--- config.mk ---
export PLATFORM = sky130hd
export DESIGN_NAME = ultra_echo_responder
export DESIGN_NICKNAME = d
export VERILOG_FILES = /design/src/rtl/ultra_echo_responder.sv
export SDC_FILE = /design/constraint.sdc
export NUM_CORES = 1
export LEC_CHECK = 0
export BUFFER_PORTS_ARGS = -buffer_cell sky130_fd_sc_hd__buf_2
export CAP_MARGIN = 20
export CELL_PAD_IN_SITES_DETAIL_PLACEMENT = 0
export CELL_PAD_IN_SITES_GLOBAL_PLACEMENT = 1
export CORE_MARGIN = 2
export CORE_UTILIZATION = 30
export CTS_BUF_LIST = sky130_fd_sc_hd__clkbuf_8
export CTS_CLUSTER_SIZE = 16
export DETAILED_ROUTE_END_ITERATION = 6
export PLACE_DENSITY_LB_ADDON = 0.1
export SETUP_SLACK_MARGIN = 0.5
export SLEW_MARGIN = 5
export SYNTH_ARGS = -nofsm -noshare
export SYNTH_HDL_FRONTEND = slang
export SYNTH_SLANG_ARGS = --single-unit
export TNS_END_PERCENT = 100
--- constraint.sdc ---
create_clock -name clk -period 5.79 [get_ports clk]
set_input_delay 1.4475 -clock clk [delete_from_list [all_inputs] [get_ports clk]]
set_output_delay 1.4475 -clock clk [all_outputs]
set_load 0.1 [all_outputs]
--- src/rtl/ultra_echo_responder.sv ---
// Emulates an ultrasonic ranging sensor: a valid trigger pulse from the peripheral under test
// is answered after a fixed burst delay by an echo pulse whose width encodes the programmed distance.
module ultra_echo_responder #(
   parameter int T_TRIG_MIN = 500,
   parameter int T_BURST    = 23000,
   parameter int CYC_PER_CM = 2900,
   parameter int T_TIMEOUT  = 1900000,
   parameter int T_HOLDOFF  = 50000
) (
   input  logic        clk,
   input  logic        rst,
   input  logic [15:0] d_in,
   input  logic        cs,
   input  logic [1:0]  addr,
   input  logic        rd,
   input  logic        wr,
   output logic [15:0] d_out,
   input  logic        trigg,
   output logic        echo
);

   typedef enum logic [2:0] {
      IDLE  = 3'd0,
      TRIG  = 3'd1,
      BURST = 3'd2,
      ECHO  = 3'd3,
      HOLD  = 3'd4
   } state_t;

   state_t      state_reg, state_next;
   logic [31:0] cnt_reg, cnt_next;
   logic [31:0] width_reg, width_next;
   logic        echo_reg, echo_next;
   logic [15:0] dist_reg;
   logic        en_reg;
   logic [7:0]  trig_cnt_reg;
   logic [15:0] err_cnt_reg;
   logic [15:0] d_out_reg;
   logic [2:0]  sync_reg;
   logic        trig_s, trig_rise;
   logic        trig_ok, trig_short;
   logic [31:0] dist_cycles;
   logic        dist_in_range;
   logic [2:0]  state_bits;
   logic [15:0] rd_data;

   // Stages 0 and 1 synchronise trigg; stage 2 is the previous synchronised value for edge detection.
   genvar gi;
   generate
      for (gi = 0; gi < 3; gi++) begin : g_sync
         if (gi == 0) begin : g_first
            always_ff @(posedge clk) begin
               if (rst) sync_reg[gi] <= 1'b0;
               else     sync_reg[gi] <= trigg;
            end
         end else begin : g_rest
            always_ff @(posedge clk) begin
               if (rst) sync_reg[gi] <= 1'b0;
               else     sync_reg[gi] <= sync_reg[gi-1];
            end
         end
      end
   endgenerate

   assign trig_s        = sync_reg[1];
   assign trig_rise     = sync_reg[1] & ~sync_reg[2];
   assign dist_cycles   = 32'(dist_reg) * 32'(CYC_PER_CM);
   assign dist_in_range = (dist_reg >= 16'd2) && (dist_reg <= 16'd400);

   always_comb begin
      state_next = state_reg;
      cnt_next   = cnt_reg;
      width_next = width_reg;
      echo_next  = echo_reg;
      trig_ok    = 1'b0;
      trig_short = 1'b0;
      case (state_reg)
         IDLE: begin
            // The edge-detect cycle is already the first high cycle of the pulse.
            if (trig_rise && en_reg) begin
               state_next = TRIG;
               cnt_next   = 32'd1;
            end
         end
         TRIG: begin
            if (trig_s) begin
               if (cnt_reg != 32'hFFFF_FFFF) cnt_next = cnt_reg + 32'd1;
            end else if (cnt_reg >= 32'(T_TRIG_MIN)) begin
               state_next = BURST;
               cnt_next   = 32'd0;
               width_next = dist_in_range ? dist_cycles : 32'(T_TIMEOUT);
               trig_ok    = 1'b1;
            end else begin
               state_next = IDLE;
               cnt_next   = 32'd0;
               trig_short = 1'b1;
            end
         end
         BURST: begin
            if (cnt_reg == 32'(T_BURST - 1)) begin
               state_next = ECHO;
               cnt_next   = 32'd0;
               echo_next  = 1'b1;
            end else begin
               cnt_next = cnt_reg + 32'd1;
            end
         end
         ECHO: begin
            if (cnt_reg == width_reg - 32'd1) begin
               state_next = HOLD;
               cnt_next   = 32'd0;
               echo_next  = 1'b0;
            end else begin
               cnt_next = cnt_reg + 32'd1;
            end
         end
         HOLD: begin
            if (cnt_reg == 32'(T_HOLDOFF - 1)) begin
               state_next = IDLE;
               cnt_next   = 32'd0;
            end else begin
               cnt_next = cnt_reg + 32'd1;
            end
         end
         default: begin
            state_next = IDLE;
            cnt_next   = 32'd0;
            echo_next  = 1'b0;
         end
      endcase
   end

   assign state_bits = state_reg;

   always_comb begin
      rd_data = 16'h0000;
      case (addr)
         2'd0: rd_data = dist_reg;
         2'd1: rd_data = {15'd0, en_reg};
         2'd2: rd_data = {trig_cnt_reg, 4'b0000, state_bits, (state_reg != IDLE)};
         2'd3: rd_data = err_cnt_reg;
         default: rd_data = 16'h0000;
      endcase
   end

   always_ff @(posedge clk) begin
      if (rst) begin
         state_reg    <= IDLE;
         cnt_reg      <= 32'd0;
         width_reg    <= 32'd0;
         echo_reg     <= 1'b0;
         dist_reg     <= 16'd0;
         en_reg       <= 1'b0;
         trig_cnt_reg <= 8'd0;
         err_cnt_reg  <= 16'd0;
         d_out_reg    <= 16'd0;
      end else begin
         state_reg <= state_next;
         cnt_reg   <= cnt_next;
         width_reg <= width_next;
         echo_reg  <= echo_next;
         if (trig_ok) trig_cnt_reg <= trig_cnt_reg + 8'd1;
         if (trig_short && (err_cnt_reg != 16'hFFFF)) err_cnt_reg <= err_cnt_reg + 16'd1;
         // A combined read+write strobe is treated as a write only.
         if (cs && wr) begin
            case (addr)
               2'd0: dist_reg <= d_in;
               2'd1: en_reg   <= d_in[0];
               default: ;
            endcase
         end else if (cs && rd) begin
            d_out_reg <= rd_data;
         end
      end
   end

   assign d_out = d_out_reg;
   assign echo  = echo_reg;

endmodule

**Word level (Yosys, flattened, before mapping)**

Index checks and enable logic that the tools add are counted.

- $mul: 1
- Bitwise gates (word level): 5
- Order comparisons: 3
- Multiplexer cells: 25
- $add $sub $neg: 4
- Reductions and logical operators: 16
- Equal/unequal tests: 18

Operator list:

| cell | number |
|---|---|
| $mux 32 | 6 |
| $pmux 32 s5 | 1 |
| $pmux 16 s4 | 1 |
| $add 32x1->32 const B | 1 |
| $eq 32x15->1 const B | 1 |
| $eq 32x16->1 const B | 1 |
| $eq 32x32->1 | 1 |
| $ge 32x9->1 const B | 1 |
| $ne 32x32->1 const B | 1 |
| $sub 32x1->32 const B | 1 |
| $mux 28 | 1 |
| $mul 16x10->26 const B | 1 |
| $add 16x1->16 const B | 1 |
| $ge 16x2->1 const B | 1 |
| $le 16x9->1 const B | 1 |
| $ne 16x16->1 const B | 1 |
| $mux 3 | 5 |
| $pmux 3 s5 | 1 |
| $ne 2x2->1 const B | 5 |
| $add 8x1->8 const B | 1 |
| $mux 1 | 8 |
| $reduce_and 2->1 | 4 |
| $eq 3x2->1 const B | 2 |
| $reduce_and 3->1 | 2 |
| 15 further kinds | 23 |

- Register bits: 128

**Logic depth before layout (Yosys ltp)**

Gate-level depths: netlist of the first run.

- Depth after elaboration: 5
- Depth in mapped cells: 19
- Mapped depth without buffers: 19

**Worst setup path before layout of the first run**

OpenSTA, ideal clock, no wires.

- Path type: register to register
- From: register dist_reg[6]
- To: register width_reg[26]
- Arrival: 4.685 ns
- Setup slack: 0.988 ns
- Stages on the path, launching flop included: 18
- Data required time: 5.673 ns
- Buffers on the path: 0
- Period minus slack after synthesis: 4.802 ns
- Cells stage by stage: dfxtp_1 > ha_1 > fa_1 > fa_1 > fa_1 > inv_1 > fa_1 > inv_1 > ha_1 > a21o_1 > a21o_1 > a21oi_1 > o21a_1 > o22ai_1 > a21oi_1 > o2111ai_1 > xor2_1 > a22o_1

- Cells in the longest elaborated chain, start to end: 3

Ends and longest elaborated chain:

| item | line | RTL |
|---|---|---|
| start: declaration | 34 | `logic [15:0] dist_reg;` |
| start signal: assignment | 167 | `2'd0: dist_reg <= d_in;` |
| parallel branches: the longest is 2 deep, another holds $mul 16x10->26 | -- |  |
| $mux 28 * | 91 | `width_next = dist_in_range ? dist_cycles : 32'(T_TIMEOUT);` |
| end signal: assignment | 160 | `width_reg <= width_next;` |
| end: declaration | 32 | `logic [31:0] width_reg, width_next;` |

Mark *: on every way between the ends.
A chain may end at the register's enable or synchronous reset.

**Final worst setup path of the first run**

- From: register dist_reg[7]
- To: register width_reg[26]

The elaborated chain is that of the path after synthesis.

==> flow_metrics.tcl, run 1 <==
set metrics [dict create \
    vdd_ir_drop_max_mv 0.147 \
    synth_nets 1295 \
    cp-start-kind "flip-flop" \
    rsz0062_at_grt "false" \
    antenna_cells 0 \
    synthDominantCellAreaShare 0.256 \
    clock_power_share 0.456 \
    ys.flop_type "dfxtp_1" \
    final_cells 1573 \
    wl_met2_um 13100 \
    wl_met1_um 14700 \
    ys_ff_latch 122 \
    drv_slew 0 \
    core_mm2 0.0315 \
    grt_max_degree 64 \
    antenna_left 0 \
    p_switching_w 0.000612 \
    track_usage 0.178 \
    multiInputGateArea_mm2 0.00646 \
    cts_made_buffers 17 \
    cts.reportedPaths.clkPinSlew_ns 0.08 \
    max_freq_ghz 0.201 \
    place_congestion 0.793 \
    drc 0 \
    grt-ovfl-total 0 \
    grt_pass1_vias 7953 \
    hp-class "flip-flop to flip-flop" \
    clk_path_buf_depth 2 \
    synthTopCellsByArea "dfxtp_1 26%, ha_1 10%, fa_1 9.2%" \
    synthTopCellsByCount "122 x dfxtp_1, 109 x inv_1, 99 x nand2_1" \
    synth_top_cell_by_area "dfxtp_1" \
    drv_cap 0 \
    p_leak_nw 4.63 \
    clk_latency_ns 0.47 \
    dp_cells 1542 \
    min_period_ns 4.97 \
    cts_tree "yes" \
    htreeDepth 4 \
    avgSynthCellArea_um2 8.32 \
    cellPowerDensity_mw_per_mm2 198 \
    vias 8109 \
    portBuffers 40 \
    largest_reg_flops 32 \
    clockRootBuffer "clkbuf_8" \
    syn-cell-area_mm2 0.00955 \
    die-area_mm2 0.0333 \
    rows 65 \
    relSlewSlack 0.406 \
    async_reset_ff_frac 0 \
    drtIter0Drc 517 \
    critPathMaxFanout 9 \
    start_util 0.303 \
    die_w_um 182 \
    syn_inst 1148 \
    fillerInstances 3375 \
    seqPwrFrac 0.412 \
    yosysMostFrequentCell "dfxtp_1" \
    synth_edf_count 0 \
    yosysWarnings 0 \
    drive_gt1_frac 0.110 \
    p_sw_frac 0.291 \
    wl_met3_um 726 \
    dr.pass1.iters 4 \
    ioPinCount 41 \
    fin_util 0.338 \
    hold_viol 0 \
    regArea_mm2 0.00245 \
    synth_cell_types 71 \
    wl_per_cell_um 18.3 \
    drt_wl_total_um 28800 \
    fin_nets 1306 \
    top_layer_used "met4" \
    viasPerCell 5.16 \
    place_ws_ns 0.558 \
    holdWs_ns 0.463 \
    cp.required_ns 6.15 \
    clock_skew_ns 0.0147 \
    finalWorstSetupSlack_ns 0.817 \
    synthToLayoutAreaGrowth_pct 11.4 \
    ys_seq_area_frac 0.256 \
    tns_ns 0 \
    cp_data_arrival_time_ns 5.33 \
    share_comb_of_total_power 0.132 \
    cts.sinks 122 \
    p_int_w 0.00149 \
    period_share 0.859 \
    status "finished clean" \
    setup_viol 0 \
    antenna_found_initial 0 \
    die_h_um 182 \
    critPathKind "flip-flop to flip-flop" \
    grt_pass1_wl_um 46000 \
    worst_pin_slew_ns 0.889 \
    worst_setup_path_end_kind "flip-flop" \
    dpl.hpwl_um 21800 \
]
[final cells by class]
type	count	share of cell area
multi-input combinational	853	0.608
clock buffer	17	0.0220
sequential	122	0.231
clock inverter	14	0.0231
tap	402	0.0473
timing repair buffer	56	0.0310
inverter	109	0.0385
[cell families after synthesis]
kind of cell	Yosys count	synth area share
AOI/OAI and AO/OA	249	0.178
xor gates and xnor gates	78	0.0716
adders and majority gates	123	0.196
buffers and inverters	173	0.0702
DFF	122	0.256
muxes	14	0.0173
and+or+nand+nor	389	0.212
[cell usage in the layout (no fill, tap or decap), types with 6 or more instances in the layout]
cell type,count
a211oi_1,16
a21o_1,13
a21oi_1,59
a221oi_1,6
a22o_1,7
a22oi_1,21
a31o_1,16
a31oi_1,6
and2_1,9
and3_1,21
buf_2,39
buf_4,16
bufinv_16,6
clkbuf_8,17
dfxtp_1,118
fa_1,44
ha_1,78
inv_1,109
mux2_2,10
nand2_1,99
nand2b_1,10
nand3_1,36
nand4_1,14
nor2_1,80
nor3_1,25
nor4_1,24
nor4b_1,14
o211ai_1,8
o21a_1,7
o21ai_0,41
o41ai_1,6
or2_2,7
or3_1,13
or4_1,9
xnor2_1,44
xor2_1,33
[layer usage]
| layer | vias to the layer above | GRT usage |
|---|---|---|
| li1 | 4090 | - |
| met1 | 3900 | 0.257 |
| met2 | 104 | 0.284 |
| met3 | 15 | 0.0233 |
| met4 | 0 | 0.0361 |
| met5 | - | 0 |
[power groups by stage]
stage          Sequential [W]  Clock [W]  Combinational, W
2_1_floorplan        0.000925          0          0.000159
3_3_place_gp         0.000887          0          0.000282
3_5_place_dp         0.000887          0          0.000280
4_1_cts              0.000868   0.000989          0.000282
5_1_grt              0.000870    0.00102          0.000310
6_report             0.000867   0.000959          0.000277
[worst paths after layout]
path	to	slack, ns	depth (start not counted)	startpoint
worst max-delay path	width_reg[26]	0.82	17	dist_reg[7]
worst min-delay path	trig_s	0.46	1	sync_reg[0]
worst min register to register	trig_s	0.46	1	sync_reg[0]
worst max register to register	width_reg[26]	0.82	17	dist_reg[7]
[worst max-delay path, cell delays in order (launching register included)]
cell and delay (ns):
dfxtp_4 0.39, ha_1 0.34, fa_1 0.51, fa_1 0.52, fa_1 0.56, inv_1 0.05, fa_1 0.50, inv_1 0.04
ha_1 0.37, a21o_1 0.21, a21o_1 0.16, a21oi_1 0.22, o21a_1 0.19, o22ai_1 0.12, a21oi_2 0.17, o2111ai_1 0.15
xor2_1 0.16, a22o_1 0.20
[metrics by stage]
stage	area (µm²)	power [W]
after CTS	10600	0.00214
after detailed placement	10100	0.00117
after floorplan	9550	0.00108
final	10600	0.00210
after global routing	10600	0.00220
after global placement	10100	0.00117
[repair_timing]
action                                  CTS  global route
gates resized for setup                   0             9
hold buffers                              0             0
endpoints found under the setup margin    0             4
setup buffers                             0             0
Power figures use the tool's default switching activity.
==> run 2: changes to the inputs <==
--- a/config.mk
+++ b/config.mk
@@ -7,13 +7,14 @@
 export LEC_CHECK = 0
 export BUFFER_PORTS_ARGS = -buffer_cell sky130_fd_sc_hd__buf_2
 export CAP_MARGIN = 20
-export CELL_PAD_IN_SITES_DETAIL_PLACEMENT = 0
+export CELL_PAD_IN_SITES_DETAIL_PLACEMENT = 1
 export CELL_PAD_IN_SITES_GLOBAL_PLACEMENT = 1
 export CORE_MARGIN = 2
 export CORE_UTILIZATION = 30
 export CTS_BUF_LIST = sky130_fd_sc_hd__clkbuf_8
 export CTS_CLUSTER_SIZE = 16
 export DETAILED_ROUTE_END_ITERATION = 6
+export GPL_TIMING_DRIVEN = 0
 export PLACE_DENSITY_LB_ADDON = 0.1
 export SETUP_SLACK_MARGIN = 0.5
 export SLEW_MARGIN = 5
==> run 2 against run 1 <==
Net effect: sequential share of layout area up 0.062 points; critical path depth unchanged; critical endpoint unchanged; cell area up 0.49%.
==> flow_metrics.tcl, run 2 (synthesized netlist as in run 1, its figures left out) <==
set metrics [dict create \
    layout_commonest_cell "dfxtp_1" \
    p_leak_nw 4.62 \
    worst_setup_path_end_kind "flip-flop" \
    grt_pass1_vias 8664 \
    die_h_um 182 \
    critPathMaxFanout 9 \
    regArea_mm2 0.00247 \
    cts_tree "yes" \
    min_from "sync_reg[0]" \
    viasPerCell 5.22 \
    cts.reportedPaths.clkPinSlew_ns 0.08 \
    rsz0062_at_grt "false" \
    clock_skew_ns 0.0211 \
    core_mm2 0.0315 \
    antenna_found_initial 0 \
    portBuffers 39 \
    reg2reg_setup_slack_ns 0.78 \
    antenna_cells 0 \
    worst_pin_slew_ns 0.980 \
    wl_per_cell_um 19.4 \
    drt_wl_total_um 31500 \
    synthToLayoutAreaGrowth_pct 12.0 \
    vias 8466 \
    period_share 0.865 \
    fin_util 0.340 \
    htreeDepth 4 \
    clk_latency_ns 0.48 \
    relSlewSlack 0.340 \
    grt-ovfl-total 0 \
    cp_data_arrival_time_ns 5.37 \
    ioPinCount 41 \
    max_freq_ghz 0.200 \
    holdPathStages 1 \
    fillerInstances 3776 \
    drv_slew 0 \
    hold_viol 0 \
    layout_common_cells "111 x dfxtp_1, 110 x inv_1, 99 x nand2_1" \
    tns_ns 0 \
    critPathKind "flip-flop to flip-flop" \
    hp-class "flip-flop to flip-flop" \
    drv_cap 0 \
    grt_max_degree 17 \
    status "finished clean" \
    cellPowerDensity_mw_per_mm2 182 \
    setup_viol 0 \
    r2r-start "dist_reg[6]" \
    max_stage_delay_ns 0.53 \
    rows 65 \
    min_period_ns 5.01 \
    drc 0 \
    vdd_ir_drop_max_mv 0.133 \
    antenna_left 0 \
    track_usage 0.195 \
    drive_gt1_frac 0.103 \
    cp-start-kind "flip-flop" \
    dpl.hpwl_um 24900 \
    largest_reg_flops 32 \
    start_util 0.303 \
    fin_nets 1354 \
    dr.pass1.iters 5 \
    min_to "trig_s" \
    critical-path-slowest-cell "fa_1" \
    drtIter0Drc 481 \
    clockRootBuffer "clkbuf_8" \
    cp.required_ns 6.15 \
    grt_pass1_wl_um 50200 \
    place_congestion 0.805 \
    cts_made_buffers 17 \
    r2r-end "width_reg[26]" \
    multiInputGateArea_mm2 0.00646 \
    r2r_cells 17 \
    holdWs_ns 0.464 \
    die-area_mm2 0.0333 \
    cts.sinks 122 \
    clk_path_buf_depth 2 \
    die_w_um 182 \
    cp_cell_sequence "ha_1, fa_1, inv_1, fa_1, inv_1, fa_1, inv_1, fa_1, inv_1, ha_1, nand4_1, or3_1, o22ai_1, a21oi_2, o2111ai_1, xor2_1, a22o_1" \
]
## run 2: cell count changes in the layout (fill, tap and decap cells not counted), moves of 4 or more
cell	change
clkbuf_1	+50
buf_2	+5
bufinv_16	-4
dfxtp_1	-7
buf_4	-13
dfxtp_4	+4
buf_1	+6
## run 2: critical path: cells and delay by family (launching register included)
kind	cells	cell delay [ns]
compound gates	4	0.80
buf+inv	4	0.20
flops	1	0.41
xor+xnor	1	0.09
fa+ha+maj	6	2.82
simple gates	2	0.57
## run 2: how the worst max path moves through the flow
stage                     start       endpoint  cells past startpoint
floorplan           dist_reg[6]  width_reg[26]                     17
global placement    dist_reg[6]  width_reg[26]                     17
detailed placement  dist_reg[6]  width_reg[26]                     17
CTS                 dist_reg[8]  width_reg[26]                     18
global route        dist_reg[6]  width_reg[26]                     17
finish              dist_reg[6]  width_reg[26]                     17
## run 2: final cells by class
cell class,instances,area share
Buffer,64,0.0245
Sequential cell,122,0.231
Tap cell,402,0.0470
Inverter,109,0.0383
Clock buffer,19,0.0245
Multi-Input combinational cell,853,0.604
Clock inverter,12,0.0118
Timing Repair Buffer,40,0.0190
## run 2: metrics by stage
stage | setup WS (ns) | std cells | power (W) | area (µm²)
floorplan | 0.988 | 1148 | 0.00108 | 9550
finish | 0.782 | 1621 | 0.00195 | 10700
global route | 0.506 | 1621 | 0.00204 | 10700
CTS | 0.543 | 1621 | 0.00198 | 10700
detailed placement | 0.370 | 1590 | 0.00118 | 10300
global placement | 0.412 | 1589 | 0.00118 | 10200
## run 2: layer usage
metal / routed length (µm) / up-vias / track usage / part of all wire
li1: - / 4168 / - / -
met1: 16100 / 4180 / 0.274 / 0.51
met2: 14300 / 94 / 0.317 / 0.45
met3: 633 / 24 / 0.0243 / 0.020
met4: 423 / 0 / 0.0474 / 0.013
met5: 0 / - / 0 / 0
## run 2: timing repair
item / CTS / global route
buffers inserted: 0 / 0
endpoints found under the hold margin: 0 / 0
gates resized for setup: 4 / 16
hold buffers: 0 / 0
setup endpoints to repair: 4 / 7
## run 2: power by group
part           total [W]  switching (W)  internal (W)
Sequential      0.000868      0.0000184      0.000850
Combinational   0.000287       0.000204     0.0000829
Clock           0.000793       0.000394      0.000399
==> run 3: changes to the inputs <==
--- a/config.mk
+++ b/config.mk
@@ -10,12 +10,12 @@
 export CELL_PAD_IN_SITES_DETAIL_PLACEMENT = 1
 export CELL_PAD_IN_SITES_GLOBAL_PLACEMENT = 1
 export CORE_MARGIN = 2
-export CORE_UTILIZATION = 30
+export CORE_UTILIZATION = 42
 export CTS_BUF_LIST = sky130_fd_sc_hd__clkbuf_8
 export CTS_CLUSTER_SIZE = 16
 export DETAILED_ROUTE_END_ITERATION = 6
 export GPL_TIMING_DRIVEN = 0
-export PLACE_DENSITY_LB_ADDON = 0.1
+export PLACE_DENSITY_LB_ADDON = 0.25
 export SETUP_SLACK_MARGIN = 0.5
 export SLEW_MARGIN = 5
 export SYNTH_ARGS = -nofsm -noshare
==> constraint.sdc (replaced) <==
create_clock -name clk -period 6.15 [get_ports clk]
set_input_delay 1.5375 -clock clk [delete_from_list [all_inputs] [get_ports clk]]
set_output_delay 1.5375 -clock clk [all_outputs]
set_load 0.1 [all_outputs]
==> run 3 against run 2 <==
Net effect: the run now ends with DRC left; routed wire length fell by 9.7%; worst setup slack gained 0.015 ns; combinational power is 8.0% lower; largest cell class unchanged; clock-buffer cell count is 1 lower; hold slack worse by 0.0059 ns; cell area is 1.6% lower; sequential cell count stayed put.
==> flow_metrics.tcl, run 3 (synthesized netlist as in run 1, its figures left out) <==
set metrics [dict create \
    r2r-end "width_reg[26]" \
    track_usage 0.246 \
    synthToLayoutAreaGrowth_pct 10.2 \
    ioPinCount 41 \
    period_share 0.870 \
    hp-class "flip-flop to flip-flop" \
    hold_viol 0 \
    drive_gt1_frac 0.0935 \
    drtIter0Drc 448 \
    core_mm2 0.0225 \
    dpl.hpwl_um 22300 \
    htreeDepth 4 \
    antenna_cells 0 \
    cp.required_ns 6.49 \
    cp-start-kind "flip-flop" \
    cp_common_cell "fa_1" \
    endpoint "width_reg[26]" \
    cts_tree "yes" \
    p_int_w 0.00126 \
    viasPerCell 5.78 \
    dr.pass1.iters 7 \
    fin_nets 1353 \
    critPathLaunch "dist_reg[4]" \
    worst_setup_path_end_kind "flip-flop" \
    p_sw_frac 0.319 \
    rsz0062_at_grt "false" \
    cp_cell_sequence "ha_1, fa_1, fa_1, fa_1, inv_1, fa_1, inv_1, ha_1, a21o_1, a21o_1, a21oi_1, o21a_1, o22ai_1, a21oi_1, o2111ai_1, xor2_1, a22o_1" \
    drt_wl_total_um 28400 \
    violations "DRC" \
    start_util 0.424 \
    max_stage_delay_ns 0.63 \
    min_period_ns 5.35 \
    grt_max_degree 17 \
    largest_reg_flops 32 \
    cts.sinks 122 \
    status "finished with violations" \
    antenna_left 0 \
    drv_slew 0 \
    critPathMaxFanout 8 \
    vias 8692 \
    clock_power_share 0.414 \
    grt-ovfl-total 0 \
    grt_pass1_vias 8808 \
    p_switching_w 0.000590 \
    layout_commonest_cell "dfxtp_1" \
    drc 5 \
    cellPowerDensity_mw_per_mm2 176 \
    reg2reg_setup_slack_ns 0.80 \
    clock_skew_ns 0.0217 \
    holdWs_ns 0.458 \
    die_w_um 155 \
    tns_ns 0 \
    setup_viol 0 \
    cts_made_buffers 17 \
    regArea_mm2 0.00244 \
    clk_latency_ns 0.46 \
    drv_cap 0 \
    layout_common_cells "120 x dfxtp_1, 109 x inv_1, 99 x nand2_1" \
    die-area_mm2 0.0240 \
    cp_data_arrival_time_ns 5.69 \
    worst_pin_slew_ns 0.991 \
    p_leak_nw 4.61 \
    max_freq_ghz 0.187 \
    clockRootBuffer "clkbuf_8" \
    fillerInstances 2743 \
    place_congestion 0.880 \
    die_h_um 155 \
    multiInputGateArea_mm2 0.00644 \
    relSlewSlack 0.330 \
    grt_pass1_wl_um 47100 \
    critPathKind "flip-flop to flip-flop" \
    r2r_cells 17 \
    portBuffers 39 \
    clk_path_buf_depth 2 \
    wl_per_cell_um 18.9 \
    vdd_ir_drop_max_mv 0.138 \
    cts.reportedPaths.clkPinSlew_ns 0.09 \
    critical-path-slowest-cell "dfxtp_1" \
    rows 55 \
    seqPwrFrac 0.443 \
    share_comb_of_total_power 0.143 \
    r2r-start "dist_reg[4]" \
    antenna_found_initial 0 \
]
-- run 3: cell types whose count changed in the layout (fill, tap and decap cells not counted), moves of 2 or more --
cell	delta
dfxtp_1	+9
dfxtp_4	-6
dfxtp_2	-3
inv_6	+3
a21oi_1	+2
a21oi_2	-2
clkinv_2	-2
inv_8	+2
-- run 3: cell type report --
class | count | area share
clock buffers | 18 | 0.0236
multi-input cells | 853 | 0.612
plain buffers | 64 | 0.0249
inverters | 109 | 0.0389
well taps | 285 | 0.0339
repair buffers | 39 | 0.0186
clock inverters | 14 | 0.0155
flip-flops and latches | 122 | 0.232
-- run 3: critical path, delay by kind of cell, from the launching register on --
kind                       cells  cell delay [ns]
xor gates and xnor gates       1             0.16
AOI/OAI and AO/OA              8             1.52
adders and majority gates      6             2.82
DFF                            1             0.63
buffers and inverters          2             0.09
-- run 3: power by group through the flow --
stage	Clock, W	Sequential, W	Combinational, W
5_1_grt	0.000811	0.000820	0.000295
3_5_place_dp	0	0.000837	0.000264
3_3_place_gp	0	0.000837	0.000260
6_report	0.000766	0.000819	0.000264
2_1_floorplan	0	0.000871	0.000150
4_1_cts	0.000778	0.000819	0.000266
-- run 3: worst min path at each step --
stage | slack (ns) | to | cells past startpoint | from
6_report | 0.46 | trig_s | 1 | sync_reg[0]
5_1_grt | 0.48 | trig_s | 1 | sync_reg[0]
4_1_cts | 0.46 | trig_s | 1 | sync_reg[0]
3_5_place_dp | 0.43 | trig_s | 1 | sync_reg[0]
3_3_place_gp | 0.43 | trig_s | 1 | sync_reg[0]
2_1_floorplan | 0.41 | trig_s | 1 | sync_reg[0]
-- run 3: what timing repair did --
item                       4_1_cts  5_1_grt
setup buffers                    0        0
hold buffers                     0        0
resized for setup                0        2
setup endpoints to repair        0        1
-- run 3: metal layers --
metal	track usage	routed length (µm)	up-vias
met5	0	0	-
met4	0.0825	829	0
met3	0.0325	1010	43
met2	0.394	12900	167
met1	0.344	13700	4309
li1	-	-	4173
-- run 3: metrics by stage --
stage / cell area, µm² / setup WS, ns / instances / power [W] / util
after global placement: 10100 / 0.832 / 1472 / 0.00110 / 0.449
after floorplan: 9550 / 1.35 / 1148 / 0.00102 / -
after global routing: 10500 / 0.519 / 1504 / 0.00193 / 0.467
after CTS: 10500 / 0.755 / 1504 / 0.00186 / 0.467
after detailed placement: 10100 / 0.789 / 1472 / 0.00110 / 0.449
final: 10500 / 0.797 / 1504 / 0.00185 / 0.467
